`src/rtl/btb_pkg.sv`:
```
// Shared geometry, entry layout and index/tag/counter helpers for the branch target buffer.
// Table geometry is fixed here so the entry struct and the RTL that uses it agree.
package btb_pkg;

    localparam int unsigned PC_W    = 32;
    localparam int unsigned IDX_W   = 4;
    localparam int unsigned TAG_W   = 8;
    localparam int unsigned CTR_W   = 2;
    localparam int unsigned ENTRIES = 2 ** IDX_W;

    // Allocation value: weakly taken (MSB set, rest clear)
    localparam logic [CTR_W-1:0] CTR_WEAK = CTR_W'(1) << (CTR_W - 1);

    typedef struct packed {
        logic             valid;
        logic [TAG_W-1:0] tag;
        logic [PC_W-1:0]  target;
        logic [CTR_W-1:0] ctr;
    } btb_entry_t;

    function automatic logic [IDX_W-1:0] idx_of(input logic [PC_W-1:0] pc);
        return IDX_W'(pc >> 2);
    endfunction

    function automatic logic [TAG_W-1:0] tag_of(input logic [PC_W-1:0] pc);
        return TAG_W'(pc >> (IDX_W + 2));
    endfunction

    function automatic logic [CTR_W-1:0] sat_inc(input logic [CTR_W-1:0] ctr);
        return (ctr == '1) ? ctr : ctr + CTR_W'(1);
    endfunction

    function automatic logic [CTR_W-1:0] sat_dec(input logic [CTR_W-1:0] ctr);
        return (ctr == '0) ? ctr : ctr - CTR_W'(1);
    endfunction

endpackage

```
`src/rtl/btb_sat_counter.sv`:
```
// Next-value logic for one saturating direction counter; load wins over inc/dec.
module btb_sat_counter #(
    parameter int unsigned CTR_W = 2
) (
    input  logic [CTR_W-1:0] ctr,
    input  logic             inc,
    input  logic             dec,
    input  logic             load,
    input  logic [CTR_W-1:0] load_val,
    output logic [CTR_W-1:0] ctr_next_c
);

    always_comb begin
        ctr_next_c = ctr;
        if (load) begin
            ctr_next_c = load_val;
        end else if (inc && (ctr != '1)) begin
            ctr_next_c = ctr + CTR_W'(1);
        end else if (dec && (ctr != '0)) begin
            ctr_next_c = ctr - CTR_W'(1);
        end
    end

endmodule

```
`src/rtl/btb_predictor.sv`:
```
// Tagged branch target buffer: zero-latency lookup on the fetch PC, EX-stage training,
// misprediction flush/redirect and branch/mispredict statistics.
module btb_predictor
    import btb_pkg::*;
#(
    parameter int unsigned CNT_W = 16
) (
    input  logic             clk,
    input  logic             rst_n,
    input  logic             memory_stall,
    input  logic [PC_W-1:0]  lookup_pc,
    output logic             pred_hit,
    output logic             pred_taken,
    output logic [PC_W-1:0]  pred_target,
    input  logic             upd_valid,
    input  logic [PC_W-1:0]  upd_pc,
    input  logic             upd_taken,
    input  logic [PC_W-1:0]  upd_target,
    input  logic             upd_pred_taken,
    input  logic [PC_W-1:0]  upd_pred_target,
    output logic             flush,
    output logic [PC_W-1:0]  redirect_pc,
    input  logic             stats_clr,
    output logic [CNT_W-1:0] branch_cnt,
    output logic [CNT_W-1:0] mispredict_cnt
);

    btb_entry_t table_q [ENTRIES];

    btb_entry_t       lk_entry;
    btb_entry_t       up_entry;
    btb_entry_t       new_entry;
    logic [IDX_W-1:0] up_idx;
    logic             up_hit;
    logic [PC_W-1:0]  correct_pc;
    logic             mis;
    logic             do_upd;
    logic             do_write;
    logic [CTR_W-1:0] ctr_next;

    // Fetch-side lookup reads the registered table, so a same-cycle write is not yet visible
    always_comb begin
        lk_entry    = table_q[idx_of(lookup_pc)];
        pred_hit    = lk_entry.valid && (lk_entry.tag == tag_of(lookup_pc));
        pred_taken  = pred_hit && lk_entry.ctr[CTR_W-1];
        pred_target = pred_taken ? lk_entry.target : lookup_pc + PC_W'(4);
    end

    // Resolution: compare the real next PC with the one fetch actually followed
    always_comb begin
        correct_pc  = upd_taken ? upd_target : upd_pc + PC_W'(4);
        mis         = upd_valid && (correct_pc != upd_pred_target);
        flush       = mis;
        redirect_pc = correct_pc;
        do_upd      = upd_valid && !memory_stall;
    end

    always_comb begin
        up_idx    = idx_of(upd_pc);
        up_entry  = table_q[up_idx];
        up_hit    = up_entry.valid && (up_entry.tag == tag_of(upd_pc));
        // Not-taken misses never allocate
        do_write  = do_upd && (up_hit || upd_taken);
        new_entry = '{valid:  1'b1,
                      tag:    tag_of(upd_pc),
                      target: upd_taken ? upd_target : up_entry.target,
                      ctr:    ctr_next};
    end

    btb_sat_counter #(
        .CTR_W (CTR_W)
    ) u_sat_counter (
        .ctr        (up_entry.ctr),
        .inc        (upd_taken),
        .dec        (!upd_taken),
        .load       (!up_hit),
        .load_val   (CTR_WEAK),
        .ctr_next_c (ctr_next)
    );

    always_ff @(posedge clk or negedge rst_n) begin
        if (!rst_n) begin
            for (int unsigned i = 0; i < ENTRIES; i++) begin
                table_q[i] <= '0;
            end
        end else if (do_write) begin
            table_q[up_idx] <= new_entry;
        end
    end

    // Clear takes priority and ignores the stall
    always_ff @(posedge clk or negedge rst_n) begin
        if (!rst_n) begin
            branch_cnt     <= '0;
            mispredict_cnt <= '0;
        end else if (stats_clr) begin
            branch_cnt     <= '0;
            mispredict_cnt <= '0;
        end else if (do_upd) begin
            branch_cnt <= branch_cnt + CNT_W'(1);
            if (mis) begin
                mispredict_cnt <= mispredict_cnt + CNT_W'(1);
            end
        end
    end

endmodule

```
`config.mk`:
```
export PLATFORM = sky130hd
export DESIGN_NAME = btb_predictor
export DESIGN_NICKNAME = d
export VERILOG_FILES = /design/src/rtl/btb_pkg.sv /design/src/rtl/btb_sat_counter.sv /design/src/rtl/btb_predictor.sv
export SDC_FILE = /design/constraint.sdc
export NUM_CORES = 2
export LEC_CHECK = 0
export ABC_AREA = 1
export ABC_CLOCK_PERIOD_IN_PS = 6950
export CORE_UTILIZATION = 60
export CTS_CLUSTER_SIZE = 28
export DETAILED_ROUTE_END_ITERATION = 8
export MAX_ROUTING_LAYER = met4
export PLACE_DENSITY = 0.8
export SLEW_MARGIN = 20
export SYNTH_ARGS = -nofsm -noshare
export SYNTH_HDL_FRONTEND = slang
export SYNTH_SLANG_ARGS = --single-unit
```
`constraint.sdc`:
```
create_clock -name clk -period 6.95 [get_ports clk]
set_input_delay 1.39 -clock clk [delete_from_list [all_inputs] [get_ports clk]]
set_output_delay 1.39 -clock clk [all_outputs]
set_load 0.01 [all_outputs]
```
### Word-level counts from Yosys, hierarchy flattened

Cells that the tools add are included.

| word-level totals | value |
|---|---|
| bits in registers | 720 |
| bits of input ports | 135 |
| output and inout port bits | 99 |
| word-level logic and storage cells | 117 |

| operators by class | value |
|---|---|
| add/sub/neg operators | 6 |
| magnitude comparators | 3 |
| equality and inequality tests | 4 |
| multiplexer cells | 20 |
| bitwise logic cells | 2 |
| reductions and logical operators | 16 |

Operators by type and width:

| cell | number |
|---|---|
| 688-bit bitwise mux | 1 |
| 43-bit binary-select mux with 4-bit select | 2 |
| 43-bit two-way mux | 5 |
| 43-bit demux with 4-bit select | 1 |
| 32-bit two-way mux | 3 |
| 16-bit two-way mux | 5 |
| 32-bit by 3-bit adder with 32-bit output, second input constant | 2 |
| 16-bit by 1-bit adder with 16-bit output, second input constant | 2 |
| 32-bit inequality test | 1 |
| 8-bit == test | 2 |
| 5-bit >= comparator, second input constant | 2 |
| 4-bit inverter with 5-bit output | 2 |
| 1-bit logical AND | 9 |
| 2-bit two-way mux | 3 |
| 2-bit nonzero test | 3 |
| 5-bit by 1-bit < comparator with 1-bit output, second input constant | 1 |
| 2-bit by 1-bit adder with 2-bit output, second input constant | 1 |
| 1-bit zero test | 2 |
| 2-bit inequality test, second input constant | 1 |
| 2-bit AND reduction | 1 |
| 2-bit by 1-bit subtractor with 2-bit output, second input constant | 1 |
| 1-bit logical OR | 1 |

### Depth between registers and ports, before layout

| depth | value |
|---|---|
| word-level depth | 10 |
| gate-level depth with buffers | 21 |
| depth with buffers taken out | 18 |

### Modules after synthesis

From an unflattened synthesis, not the netlist that was laid out.

| second synthesis, totals | value |
|---|---|
| cell total of the unflattened synthesis | 6688 |
| area total of the unflattened synthesis | 45912.8 um2 |

Modules (own cells, without submodules):

| module | times used | cells an instance | area an instance (um2) | seq. area each (um2) |
|---|---|---|---|---|
| btb_predictor | 1 | 6663 | 45790.2 | 18017.3 |
| btb_sat_counter | 1 | 25 | 122.6 | 0.0 |

### Worst setup path after synthesis

OpenSTA, ideal clock, no wires.

| path | value |
|---|---|
| kind | input to output |
| start point | input upd_pc[2] |
| end point | output flush |
| arrival time | 3.792 ns |
| required time | 5.560 ns |
| setup slack | 1.768 ns |
| stages | 20 |
| buffers on the path | 4 |
| cells stage by stage | inv_2 > buf_2 > clkbuf_1 > clkbuf_1 > ha_1 > nand2_1 > nand2_1 > nand2_1 > nand4_1 > nor2_1 > nand3_1 > nor2_1 > nand3_1 > nor2_1 > nand2_1 > nor2_1 > nand3_2 > clkbuf_1 > nand2_1 > inv_1 |

| on the way | value |
|---|---|
| cells in the longest elaborated chain, start to end | 4 |

RTL lines:

| what | RTL line | source |
|---|---|---|
| start: declaration | btb_predictor.sv:16 | `input logic [PC_W-1:0] upd_pc,` |
| 32-bit by 3-bit adder with 32-bit output | btb_predictor.sv:51 | `correct_pc = upd_taken ? upd_target : upd_pc + PC_W'(4);` |
| 32-bit two-way mux | btb_predictor.sv:51 |  |
| via redirect_pc[3] | btb_predictor.sv:22 | `output logic [PC_W-1:0] redirect_pc,` |
| 32-bit inequality test | btb_predictor.sv:52 | `mis = upd_valid && (correct_pc != upd_pred_target);` |
| 1-bit logical AND | btb_predictor.sv:52 |  |
| end: declaration | btb_predictor.sv:21 | `output logic flush,` |

The timed path passes the listed nets, and every way through them passes these cells.

### Final worst setup path

| path | value |
|---|---|
| start point | input lookup_pc[5] |
| end point | output pred_target[3] |

| on the way | value |
|---|---|
| cells in the longest elaborated chain, start to end | 8 |

RTL lines:

| what | RTL line | source |
|---|---|---|
| start: declaration | btb_predictor.sv:11 | `input logic [PC_W-1:0] lookup_pc,` |
| 4-bit inverter with 5-bit output (implied by the code) (*) | btb_predictor.sv:43 | `lk_entry = table_q[idx_of(lookup_pc)];` |
| 43-bit binary-select mux with 4-bit select (*) | btb_predictor.sv:43 |  |
| 43-bit two-way mux (implied by the code) (*) (2 in series) | btb_predictor.sv:43 |  |
| 8-bit == test | btb_predictor.sv:44 | `pred_hit = lk_entry.valid && (lk_entry.tag == tag_of(lookup_pc));` |
| 1-bit logical AND | btb_predictor.sv:44 |  |
| 1-bit logical AND | btb_predictor.sv:45 | `pred_taken = pred_hit && lk_entry.ctr[CTR_W-1];` |
| 32-bit two-way mux (*) | btb_predictor.sv:46 | `pred_target = pred_taken ? lk_entry.target : lookup_pc + PC_W'(4);` |
| end: declaration | btb_predictor.sv:14 | `output logic [PC_W-1:0] pred_target,` |

Mark *: on every way between the ends. The rest lies on a longest branch, timed or not. The select of a mux whose other input is x is not followed.

==> results.md <==
- CTS tree: yes
- Die W: approximately 280 um
- Post-route ant nets: 0
- Warnings from Yosys: 0
- CTS clk-pin slew, worst paths: around 0.060 ns
- Leakage power: 24.6 nW
- Layout cells sized above 1: 0.0503
- Placer Congestion: 0.961
- Root Buffer: clkbuf_16
- RSZ-0062 raised after global routing: no
- Final setup violation count: 0
- Area Growth Syn to Fin: 11.2%
- Post-DR vias/cell: 6.63
- Die height: about 280 um
- Residual DRC count: 0
- Top cells by area, synth: dfrtp_1, nand2_1, nand4_1
- Register area share after synthesis: 0.396
- Number of H-tree levels: 3
- I/O Pins: 234
- DR iter-0 viols: 8,971
- Peak Freq: 158 MHz
- Status: completed
- Max cap viols: 0
- CTS Buf Count: 81
- Clock latency at the later pin of the worst-skew pair: 0.67 ns
- Initial antenna violation count: 9
- Worst hold path class: flip-flop to flip-flop
- Final Skew: 0.0267 ns
- IO buf count: 232
- Total routed wirelength: 181,000 um
- Worst Path Arrival: approximately 4.9 ns
- Setup_tns: 0 ns
- Post-synth cell types: 38
- Initial Util: 0.609
- Global route total overflow: 0
- Total Routing Usage GR: 0.475
- Area after DPL: 47,900 um2
- Final net count: 6,688
- WL/cell: 23.8 um
- Hold_ws: about 0.46 ns
- Relative slew slack: 0.200
- First-pass GRT wire length: 274,000 um
- Hpwl dp: approximately 100,000 um
- Leading area contributor after synthesis: dfrtp_1
- Final Instance Area: 50,600 um2
- Pwr per Cell Area: 227 nW/um2
- Critical-path maximum fanout: 18
- Commonest non-fill, non-tap cell in the layout: nand2_1
- Final Hold Viols: 0
- Largest net degree at the start of global routing: between 150 and 200
- Hold buffers post-CTS: 0
- Tcrit/Tclk final: 0.910
- CP Launch Type: input port
- Setup Buffers After CTS: 0
- Synth Register Bits: 720
- CP Class: input port to output pin
- Fillers: approximately 6,500
- Die footprint: 77,000 um2
- Syn_nets: between 6,000 and 7,000
- Post-Syn Area: between 40,000 and 50,000 um2
- Worst Tran Pin Value: 1.20 ns
- Core Area: 74,700 um2
- Syn Inst Count: 6,714
- Pre-Repair DR Iteration Count: 7
- Syn_area_per_cell: 6.78 um2
- Internal reg-to-reg setup slack: 3.53 ns
- Peak VDD IR: 0.185 mV
- Crit. End Element: output pin
- Post-CTS sizing: 0
- Total number of vias: roughly 50,000
- Clk buf depth: 3
- Cell Rows: 100
- Vias in the first global route: ~46,000
- Max-slew violations: 0
- Clock sinks: 720
- Most frequent cells in the layout: nand2_1, o21ai_0, nand4_1, dfrtp_1, nor2_1
- Synth top area share: 0.396
- Req. time, crit path: 5.56 ns
- Final Critical Period: 6.33 ns
## per-stage QoR
step | total power, mW | utilization | std cells | worst slack [ns]
floorplan | 6.28 | - | 6714 | 1.77
global placement | 7.02 | 0.642 | 7430 | 0.772
detailed placement | 7.09 | 0.642 | 7430 | 0.746
CTS | 11.4 | 0.677 | 7573 | 0.744
global route | 11.9 | 0.678 | 7579 | 0.411
finish | 11.5 | 0.678 | 7579 | 0.624
## worst paths after layout
kind	start	endpoint	depth (start not counted)
worst max-delay path	lookup_pc[5]	pred_target[3]	12
worst min-delay path	table_q[128]	table_q[128]	2
worst max register to register	table_q[378]	table_q[6]	17
worst min register to register	table_q[128]	table_q[128]	2
max in group asynchronous	rst_n	table_q[502]	2
min in group asynchronous	rst_n	table_q[54]	1
## synthesized netlist by cell type
| master | instances |
|---|---|
| a21oi_2 | 1 |
| nand2_1 | 2114 |
| o21bai_1 | 8 |
| xor2_1 | 35 |
| clkinv_1 | 2 |
| a21oi_1 | 359 |
| buf_2 | 189 |
| o21ai_1 | 38 |
| nand3_1 | 222 |
| or2_1 | 1 |
| nor4_1 | 2 |
| o22ai_1 | 5 |
| o211ai_1 | 108 |
| a22o_1 | 1 |
| or2_2 | 2 |
| and2_1 | 1 |
| nor2_2 | 2 |
| nor3_1 | 19 |
| a21o_1 | 4 |
| and3_1 | 1 |
| o21ai_0 | 851 |
| buf_4 | 21 |
| nand2_2 | 1 |
| xnor2_1 | 14 |
| a211oi_1 | 1 |
| nor2_1 | 466 |
| inv_2 | 2 |
| a32o_1 | 1 |
| nand3b_1 | 6 |
| buf_6 | 1 |
| inv_1 | 327 |
| dfrtp_1 | 720 |
| clkbuf_1 | 383 |
| buf_1 | 31 |
| nand3_2 | 12 |
| nand4_1 | 753 |
| nor2b_1 | 1 |
| ha_1 | 9 |
## worst max-delay path, cell delays in order
cell             delay, ns
clkdlybuf4s50_1       0.50
nand2_1               0.13
inv_2                 0.57
nand2_1               0.15
nand3_1               0.29
xor2_1                0.23
nand4_1               0.17
nor2_1                0.33
buf_4                 0.27
nand4_1               0.11
nand2_1               0.22
clkdlybuf4s50_1       0.57
## cells by family after synthesis
| group | count (synthesis) | synth area share |
|---|---|---|
| simple gates | 3603 | 0.348 |
| xor+xnor | 49 | 0.00943 |
| buf+inv | 956 | 0.0859 |
| compound gates | 1377 | 0.158 |
| flops | 720 | 0.396 |
| fa+ha+maj | 9 | 0.00247 |
## power by group
group,internal [mW],total (mW),leakage (nW),switching (mW)
Combinational,0.656,2.18,13.7,1.52
Clock,2.51,4.35,1.30,1.84
Sequential,4.64,4.94,9.66,0.310
## routing by layer
metal	global-route usage	up-vias	wire length, um
met5	-	-	0
met4	0.319	0	14500
met3	0.150	957	27400
met2	0.666	3902	75300
met1	0.585	23000	63500
li1	-	22400	-
## layout make-up
type | instances | area [um2] | area share
Timing Repair Buffer | 372 | 3630 | 0.0717
Sequential cell | 720 | 18000 | 0.356
Inverter | 331 | 1250 | 0.0247
Clock buffer | 122 | 2460 | 0.0486
Multi-Input combinational cell | 5038 | 23900 | 0.471
Tap cell | 969 | 1210 | 0.0240
Clock inverter | 21 | 174 | 0.00344
Antenna cell | 6 | 15.0 | 0.000297
## flip-flops by register name (all words and copies together), names as in the netlist
register,cells
mispredict_cnt,16
branch_cnt,16
table_q,688
Power figures use the tool's default switching activity.
